### config.mk
export PLATFORM = sky130hd
export DESIGN_NAME = mem_access_stage
export DESIGN_NICKNAME = d
export VERILOG_FILES = /design/src/rtl/mem_stage_pkg.sv /design/src/rtl/mem_access_stage_load_align.sv /design/src/rtl/mem_access_stage.sv
export SDC_FILE = /design/constraint.sdc
export NUM_CORES = 1
export LEC_CHECK = 0
export ABC_AREA = 1
export CAP_MARGIN = 20
export CORE_MARGIN = 5
export CORE_UTILIZATION = 45
export DETAILED_ROUTE_END_ITERATION = 7
export GPL_ROUTABILITY_DRIVEN = 0
export PLACE_DENSITY_LB_ADDON = 0.2
export RECOVER_POWER = 50
export SLEW_MARGIN = 25
export SYNTH_ARGS = -nofsm -noshare
export SYNTH_HDL_FRONTEND = slang
export SYNTH_SLANG_ARGS = --single-unit
### constraint.sdc
create_clock -name clk -period 2.5 [get_ports clk]
set_clock_uncertainty 0.05 [all_clocks]
set_input_delay 0.5 -clock clk [delete_from_list [all_inputs] [get_ports clk]]
set_output_delay 0.5 -clock clk [all_outputs]
set_load 0.01 [all_outputs]
### src/rtl/mem_stage_pkg.sv
// Shared encodings for the MEM-stage data-memory access unit:
// load/store opcodes, FSM state codes and access-size codes.
package mem_stage_pkg;

    localparam logic [5:0] OP_LB  = 6'h20;
    localparam logic [5:0] OP_LH  = 6'h21;
    localparam logic [5:0] OP_LW  = 6'h23;
    localparam logic [5:0] OP_LBU = 6'h24;
    localparam logic [5:0] OP_LHU = 6'h25;
    localparam logic [5:0] OP_SB  = 6'h28;
    localparam logic [5:0] OP_SH  = 6'h29;
    localparam logic [5:0] OP_SW  = 6'h2B;

    localparam logic [1:0] S_IDLE = 2'd0;
    localparam logic [1:0] S_WAIT = 2'd1;
    localparam logic [1:0] S_DONE = 2'd2;

    typedef logic [1:0] size_t;

    localparam size_t SZ_B = 2'd0;
    localparam size_t SZ_H = 2'd1;
    localparam size_t SZ_W = 2'd2;

    // Access size and extension mode implied by a load/store opcode.
    function automatic void decodeSize(input logic [5:0] opcode,
                                       output size_t size,
                                       output logic isUnsigned);
        size       = SZ_W;
        isUnsigned = 1'b0;
        case (opcode)
            OP_LB, OP_SB: size = SZ_B;
            OP_LBU: begin
                size       = SZ_B;
                isUnsigned = 1'b1;
            end
            OP_LH, OP_SH: size = SZ_H;
            OP_LHU: begin
                size       = SZ_H;
                isUnsigned = 1'b1;
            end
            default: size = SZ_W;
        endcase
    endfunction

endpackage

### src/rtl/mem_access_stage_load_align.sv
// Selects the byte/halfword lane from a read word and sign- or zero-extends it.
import mem_stage_pkg::*;

module load_align (
    input  logic [31:0] rdata,
    input  logic [1:0]  addr,
    input  size_t       size,
    input  logic        unsignedFlag,
    output logic [31:0] loadData
);

    logic [7:0]  byteVal;
    logic [15:0] halfVal;

    always_comb begin
        byteVal = 8'h00;
        case (addr)
            2'd0: byteVal = rdata[7:0];
            2'd1: byteVal = rdata[15:8];
            2'd2: byteVal = rdata[23:16];
            2'd3: byteVal = rdata[31:24];
            default: byteVal = 8'h00;
        endcase
        halfVal = addr[1] ? rdata[31:16] : rdata[15:0];
    end

    always_comb begin
        loadData = rdata;
        case (size)
            SZ_B: loadData = unsignedFlag ? {24'h000000, byteVal}
                                          : {{24{byteVal[7]}}, byteVal};
            SZ_H: loadData = unsignedFlag ? {16'h0000, halfVal}
                                          : {{16{halfVal[15]}}, halfVal};
            default: loadData = rdata;
        endcase
    end

endmodule

### src/rtl/mem_access_stage.sv
// MEM-stage data-memory access unit: request/ready bus master with pipeline stall.
// Optional macro MEM_ALIGN_CHECK_EN suppresses and flags misaligned halfword/word accesses.
import mem_stage_pkg::*;

module mem_access_stage #(
    parameter int ADDR_W = 32
) (
    input  logic              clk,
    input  logic              rst,
    input  logic [31:0]       insMEM,
    input  logic [31:0]       ALUresultMEM,
    input  logic [31:0]       writedataMEM,
    input  logic              MemReadMEM,
    input  logic              MemWriteMEM,
    output logic              mem_req,
    output logic              mem_we,
    output logic [ADDR_W-1:0] mem_addr,
    output logic [3:0]        mem_be,
    output logic [31:0]       mem_wdata,
    input  logic [31:0]       mem_rdata,
    input  logic              mem_ready,
    output logic [31:0]       dmemout,
    output logic              stall,
    output logic              misalign
);

    logic [1:0]  state;
    logic [5:0]  opcode;
    logic [1:0]  lowAddr;
    logic        access;
    logic        misaligned;
    size_t       size;
    logic        isUnsigned;
    logic [3:0]  byteEn;
    logic [31:0] storeData;

    // Transaction attributes held for formatting the read word in WAIT.
    logic [1:0]  laneLat;
    size_t       sizeLat;
    logic        unsLat;
    logic        loadLat;
    logic [31:0] loadData;

    logic        unusedBits;

    assign opcode     = insMEM[31:26];
    assign lowAddr    = ALUresultMEM[1:0];
    assign access     = MemReadMEM | MemWriteMEM;
    assign unusedBits = ^insMEM[25:0];

    always_comb begin
        size       = SZ_W;
        isUnsigned = 1'b0;
        decodeSize(opcode, size, isUnsigned);
    end

    always_comb begin
        byteEn    = 4'hF;
        storeData = writedataMEM;
        case (size)
            SZ_B: begin
                byteEn    = 4'b0001 << lowAddr;
                storeData = {4{writedataMEM[7:0]}};
            end
            SZ_H: begin
                byteEn    = 4'b0011 << {lowAddr[1], 1'b0};
                storeData = {2{writedataMEM[15:0]}};
            end
            default: begin
                byteEn    = 4'hF;
                storeData = writedataMEM;
            end
        endcase
    end

`ifdef MEM_ALIGN_CHECK_EN
    logic misalignQ;

    always_comb begin
        misaligned = 1'b0;
        if (size == SZ_H)
            misaligned = lowAddr[0];
        else if (size == SZ_W)
            misaligned = (lowAddr != 2'b00);
    end

    assign misalign = misalignQ;
`else
    assign misaligned = 1'b0;
    assign misalign   = 1'b0;
`endif

    assign stall = ((state == S_IDLE) & access & ~misaligned) | (state == S_WAIT);

    load_align u_load_align (
        .rdata        (mem_rdata),
        .addr         (laneLat),
        .size         (sizeLat),
        .unsignedFlag (unsLat),
        .loadData     (loadData)
    );

    always_ff @(posedge clk) begin
        if (rst) begin
            state     <= S_IDLE;
            mem_req   <= 1'b0;
            mem_we    <= 1'b0;
            mem_addr  <= '0;
            mem_be    <= '0;
            mem_wdata <= '0;
            dmemout   <= '0;
            laneLat   <= '0;
            sizeLat   <= SZ_W;
            unsLat    <= 1'b0;
            loadLat   <= 1'b0;
`ifdef MEM_ALIGN_CHECK_EN
            misalignQ <= 1'b0;
`endif
        end else begin
`ifdef MEM_ALIGN_CHECK_EN
            misalignQ <= 1'b0;
`endif
            case (state)
                S_IDLE: begin
                    if (access && misaligned) begin
`ifdef MEM_ALIGN_CHECK_EN
                        misalignQ <= 1'b1;
`endif
                        dmemout <= '0;
                    end else if (access) begin
                        mem_req   <= 1'b1;
                        mem_we    <= MemWriteMEM;
                        mem_addr  <= {ALUresultMEM[ADDR_W-1:2], 2'b00};
                        mem_be    <= byteEn;
                        mem_wdata <= storeData;
                        laneLat   <= lowAddr;
                        sizeLat   <= size;
                        unsLat    <= isUnsigned;
                        // A simultaneous read+write is treated as a write only.
                        loadLat   <= ~MemWriteMEM;
                        state     <= S_WAIT;
                    end
                end
                S_WAIT: begin
                    if (mem_ready) begin
                        if (loadLat)
                            dmemout <= loadData;
                        mem_req <= 1'b0;
                        state   <= S_DONE;
                    end
                end
                S_DONE:  state <= S_IDLE;
                default: state <= S_IDLE;
            endcase
        end
    end

endmodule

# ---- After elaboration in Yosys (flattened, before gate mapping)
# Cells that the tools add are included.
dict set report word_totals {
  regBits 108
  inputBits 133
  wordCells 58
}
dict set report classes {
  reduce_logical 12
  bitwise 4
  shift 2
  eq_ne 14
  n_mux 15
}
# cell count
set ops {}
lappend ops {{$pmux 32 s2} 2}
lappend ops {{$mux 32} 2}
lappend ops {{$eq 6x6->1 const B} 6}
lappend ops {{$pmux 8 s4} 1}
lappend ops {{$mux 16} 1}
lappend ops {{$eq 2x1->1 const B} 4}
lappend ops {{$logic_not 2->1} 4}
lappend ops {{$pmux 2 s2} 2}
lappend ops {{$pmux 4 s2} 1}
lappend ops {{$reduce_and 3->1} 2}
lappend ops {{$reduce_or 3->1} 2}
lappend ops {{$eq 2x2->1 const B} 2}
lappend ops {{$mux 2} 2}
lappend ops {{$ne 2x2->1 const B} 2}
lappend ops {{$reduce_and 2->1} 2}
lappend ops {{$shl 1x2->4 const A} 1}
lappend ops {{$shl 2x2->4 const A} 1}
lappend ops {{$mux 1} 3}
lappend ops {{$or 1x1->1} 2}
lappend ops {{$pmux 1 s2} 1}
lappend ops {{$reduce_bool 2->1} 1}
lappend ops {{$reduce_or 2->1} 1}
lappend ops {{$and 1x1->1} 1}
lappend ops {{$not 1->1} 1}

# ---- Longest topological paths before layout
dict set report logic_depth {
  depth_word 5
  mapped_depth 10
}

# ---- Modules after synthesis
# Synthesis repeated with hierarchy kept, for this count alone.
dict set report unflattened {
  hier_cells 769
  hier_area_um2 5253.8
}
# module cells_per_inst area_each_um2 n_inst seq_area_each_um2
set by_module_without_submodules {}
lappend by_module_without_submodules {mem_access_stage 600 4374.2 1 2162.1}
lappend by_module_without_submodules {load_align 169 879.6 1 0.0}

# ---- Least setup slack after synthesis
# No wires, ideal clock.
dict set report synth_path {
  path_kind {input -> output}
  startpoint {input port MemWriteMEM}
  endpoint {output port stall}
  setup_slack_ns 0.944
  stages 5
  arrival_ns 1.006
  cell_sequence {nor2_2 -> nor2_4 -> inv_2 -> buf_4 -> nand2_1}
}
dict set report synth_between {
  elab_chain_cells 3
}
# item line
set synth_rtl {}
lappend synth_rtl {{start: declaration} mem_access_stage.sv:14} ;# input logic MemWriteMEM,
lappend synth_rtl {{$or 1x1->1} mem_access_stage.sv:48} ;# assign access = MemReadMEM | MemWriteMEM;
lappend synth_rtl {{$and 1x1->1} mem_access_stage.sv:93} ;# assign stall = ((state == S_IDLE) & access & ~misaligned) | (state == S_WAIT);
lappend synth_rtl {{$or 1x1->1} mem_access_stage.sv:93}
lappend synth_rtl {{end: declaration} mem_access_stage.sv:23} ;# output logic stall,
# No other way between the ends.

# ---- Final worst setup path
# Ends and elaborated chain as after synthesis.

==> qor.yml <==
grt:
  grt_pass1_wl_um: 24700
  grt_max_degree: 91
  grt_overflow: 0
  grt_pass1_vias: 5054
  grt_usage_pct: 22.7
  antenna_found_initial: 1
sta:
  setup_tns_ns: 0
  max_freq_mhz: 417
  tightest_slew_ns: 0.692
  setup-violations-final: 0
  rsz0062_at_grt: "false"
  finalMaxSlewViolations: 0
  relSlewSlack_pct: 53.9
  fin_crit_ns: 2.40
  fin_crit_sh_pct: 95.9
  finalHoldViolCount: 0
placement:
  io_buffer_count: 207
  dp.final_hpwl_um: 11200
  placedCellCount: 1075
logic_synthesis:
  synth_cell_type_count: 31
  yosys.area.top_type_share_pct: 42.3
  ys_warn_count: 0
  synth_cells: 760
  synth.cell_area_um2: 5110
  synth_area_leaders: "dfxtp_1 (42%), nand2_1 (12%), nor2_1 (9.0%)"
  synth_top_cell_by_area: "dfxtp_1"
  synth.avg_cell_area_um2: 6.72
  synth_seq_cells: 108
  synth-seq-area-share_pct: 42.3
cts:
  post_cts_buffers: 0
  root_buffer: "clkbuf_16"
  cts.sinks: 108
  path_clk_slew_ns: 0.07
  tritoncts: "built"
  clockBufferDepth: 2
  cts_max_level: 3
  ctsResizeCount: 0
  clock_latency_ns: 0.34
  cts_buffers: 9
  cts-hold-fix-buffers: 0
job:
  cap_violations: 0
route:
  vias: 5336
  drtIter0Drc: 495
  vias_per_cell: 4.89
  drc: 0
  dr.pass1.iters: 5
  top_layer: "met4"
  wl_met3_um: 1430
  routedWlPerCell_um: 14.3
  drt-met1-wl_um: 6680
  drt_wl_total_um: 15600
  ant_nets: 0
  wl_met2_um: 7310
critical_path:
  critical_path.endpoint_type: "primary output"
  crit_path_start: "MemWriteMEM"
  cp.required_ns: 1.95
  startpoint_type: "primary input"
  crit_arrival_ns: 1.85
  r2r_start: "state[0]"
  worstPathMaxFanout: 2
  criticalPathCategory: "in -> out"
power:
  switchingPower_mw: 1.23
  power_frac_seq_pct: 44.9
  power_density_nw_per_um2: 576
  power_frac_comb_pct: 24.0
  irDropWorstVdd_v: 0.000353
  switching_share_pct: 28.5
  leakagePower_nw: 3.56
  power_frac_clock_pct: 31.1
  p_int_mw: 3.07
finish:
  finalNonFillerCells: 1091
  area_growth_pct: 46.1
  drive_gt1_share_pct: 5.49
  final_util_pct: 66.2
  fin_nets: 1076
floorplanning:
  num_rows: 39
  dieWidth_um: 117
  die_y_um: 117
  start_util_pct: 45.3
  ios: 237
  die-area_um2: 13600
  core_um2: 11300
hold_path:
  hp-class: "reg -> reg"
  min-delay-start: "state[0]"
status:
  status: "finished, final reports clean"
path summary, 6_finish.rpt:
path,end,cells after the start,slack [ns]
worst max register to register,dmemout[9],7,0.57
worst max-delay path,stall,6,0.10
worst min-delay path,state[1],2,0.42
worst min register to register,state[1],2,0.42
state kept, by name, indices dropped and copies added, names as in the netlist, 2 cells and up:
| name | flops |
|---|---|
| mem_addr | 30 |
| state | 2 |
| mem_be | 4 |
| dmemout | 32 |
| laneLat | 2 |
| sizeLat | 2 |
| mem_wdata | 32 |
per-stage QoR:
step,worst slack [ns],power [mW],instance area (µm²),hold WS [ns]
after floorplan,0.944,2.50,5110,0.395
after global routing,0.0248,4.51,7460,0.423
final,0.101,4.30,7460,0.417
after CTS,0.0884,4.37,7470,0.418
after global placement,0.104,3.03,7200,0.397
after detailed placement,0.0735,3.04,7200,0.413
cells in the final DEF (no fill, tap or decap), types with 2 or more instances in the layout:
cell type / n
a21oi_1: 58
conb_1: 3
dlygate4sd3_1: 82
nand4_1: 8
nand3b_1: 2
nand2_2: 3
dfxtp_1: 108
inv_2: 9
a21oi_2: 5
nand2_1: 163
a211oi_1: 8
clkdlybuf4s50_1: 124
o21ai_0: 70
clkbuf_16: 9
inv_1: 75
nor2_4: 2
clkbuf_8: 2
buf_4: 11
nor2_1: 125
clkinv_2: 2
nand3_1: 62
clkbuf_1: 3
power by group through the flow:
stage	Combinational (mW)	Clock [mW]	Sequential, mW
2_1_floorplan	0.482	0	2.02
3_3_place_gp	1.06	0	1.97
3_5_place_dp	1.07	0	1.97
4_1_cts	1.08	1.35	1.94
5_1_grt	1.14	1.42	1.95
6_report	1.03	1.34	1.93
kinds of logic (layout without fill, tap and decap cells):
logic type / Yosys count / in the layout / synth area share [%]
simple gates: 371 / 371 / 30.7
other cells: 1 / 4 / 0.0734
flops: 108 / 108 / 42.3
compound gates: 145 / 145 / 15.2
buf+inv: 135 / 320 / 11.6
routing by layer:
layer  vias to the layer above  global-route usage [%]
met1                      2363                    28.8
met4                         0                    6.12
met5                         -                       0
met2                       183                    37.7
li1                       2777                       -
met3                        13                    6.84
cell type report:
type | instances | area [µm²]
Tap cell | 143 | 179
Sequential cell | 108 | 2160
Multi-Input combinational cell | 519 | 2350
Timing Repair Buffer | 220 | 2170
Antenna cell | 1 | 2.50
Inverter | 85 | 324
Clock buffer | 13 | 260
Clock inverter | 2 | 10.0
Fill cell | 1055 | 3810
cell usage after synthesis:
cell and instances:
nand2_1 163, nor2_1 123, dfxtp_1 108, inv_1 74, o21ai_0 70, nand3_1 61
a21oi_1 58, buf_2 21, clkbuf_1 18, inv_2 10, a211oi_1 8, nand4_1 8
a21oi_2 5, buf_4 5, buf_6 5, nand2_2 3, nor2_2 3, nand3_2 2
nand3b_1 2, nor2_4 2, a211oi_2 1, a31oi_1 1, buf_1 1, conb_1 1
inv_6 1, nand4_2 1, nand4_4 1, nor4_1 1, o211ai_1 1, o22ai_1 1
or2_2 1
critical path, stage by stage:
cell             delay, ns
clkdlybuf4s50_1       0.47
nor2_1                0.07
nor2_4                0.14
inv_2                 0.05
nand2_1               0.06
clkdlybuf4s50_1       0.55
Power figures use the tool's default switching activity.
==> edit, RTL diff (config.mk and constraints unchanged) <==
The parameter `ADDR_W` goes from 32 to 16.
--- a/src/rtl/mem_access_stage.sv
+++ b/src/rtl/mem_access_stage.sv
@@ -4,5 +4,5 @@
 
 module mem_access_stage #(
-    parameter int ADDR_W = 32
+    parameter int ADDR_W = 16
 ) (
     input  logic              clk,
Interface: changed (resized mem_addr); port bits go from 237 to 221. No check against the original RTL was run, so the function may have changed too.
==> edit against the unedited design <==
- setup slack lost 0.030 ns
- design area shrank 11%
- synthesized area shrank 8.2%
- die area shrank 7.5%
- power shrank 14%
- sequential cell count shrank 16
- wire length shrank 9.9%
- largest power group unchanged
==> edit: results (changes against the unedited design) <==
* Largest net degree at the start of global routing at 75 (-18%)
* First-pass GRT wire length at 22.73 mm (-7.8%)
* DRT iter0 DRCs at 306 (-38%)
* Crit path DAT at 1.88 ns (+0.03 ns)
* Worst-Skew Late Latency at ~0.35 ns
* Power density over cell area at 554.1 mW/mm2 (-3.8%)
* I/O Buffers at 175 (-15%)
* HP Start: mem_be[1]$_SDFFE_PP0P_
* Instance area after placement at 0.006437 mm2 (-11%)
* Commonest cells post-synth: nand2_1 (164), nor2_1 (94), dfxtp_1 (92)
* Fin util at 0.6494 (-0.01240)
* Switching share of power at 0.2986 (+0.01324)
* GRT Util Overall at 0.2180 (-0.009091)
* Layout non-clock buf frac at 0.2774 (-0.01394)
* Multi-input combinational area share at 0.3375 (+0.02265)
* Final nets at 982 (-8.7%)
* Seq. cell area at 0.001842 mm2 (-15%)
* DR pass1 iterations at 6 (+1)
* Via density at 5.006 (+2.4%)
* Non-Filler Instances at 990 (-9.3%)
* N_diodes at 0 (-1)
* Clk tree area frac at 0.03352 (-0.002708)
* Synth top area cells: dfxtp_1 (39%), nand2_1 (13%), nor2_1 (7.5%)
* WHS Endpoint: mem_be[1]$_SDFFE_PP0P_
* Vias in the first global route at 4814 (-4.7%)
* Avg Cell Area, Syn at 6.754 um2 (+0.50%)
* Root Buffer Master: clkbuf_8
* Clock slew at reported path FFs at 0.09 ns (+0.02 ns)
* Placed cells at 974 (-9.4%)
* Comb. pwr at 920 uW (-11%)
* Sequential share of power at 0.446 (-0.003)
* Run status: finished clean
* VDD IR max at 302.7 uV (-14%)
* Initial antenna violation count at 0 (-1)
* Hpwl dp at 10.37 mm (-7.8%)
* Largest registers: dmemout x32, mem_wdata x32, mem_addr x14
* CLK BUF at 10 (-3)
* Seq Cell Count at 92 (-15%)
* Leak pwr at 0.003102 uW (-13%)
* Layout cells sized above 1 at 0.09719 (+0.04228)
* Seq/Total Area, Yosys at 0.3930 (-0.03037)
==> edit: how the worst max path moves through the flow <==
stage,startpoint,to,slack (ns),cells after the start
after floorplan,MemWriteMEM,stall,0.92,5
after global placement,MemWriteMEM,stall,0.09,6
after detailed placement,MemWriteMEM,stall,0.07,6
after CTS,MemWriteMEM,stall,0.07,6
after global routing,MemWriteMEM,stall,0.03,6
final,MemWriteMEM,stall,0.07,6
==> edit: logic make-up after synthesis <==
kind of cell           after synthesis  synth area share
AND/OR/NAND/NOR                    345            0.3217
buffers and inverters              130            0.1281
AO/OA/AOI/OAI                      126            0.1564
flip-flops                          92            0.3930
other                                1         0.0008001
==> edit: layer usage <==
| metal | routed length, um | GRT usage | up-vias |
|---|---|---|---|
| met2 | 6789 | 0.3657 | 207 |
| met1 | 5767 | 0.2698 | 2218 |
| li1 | - | - | 2505 |
| met5 | 0 | 0 | - |
| met4 | 244 | 0.06571 | 0 |
| met3 | 1262 | 0.06739 | 26 |
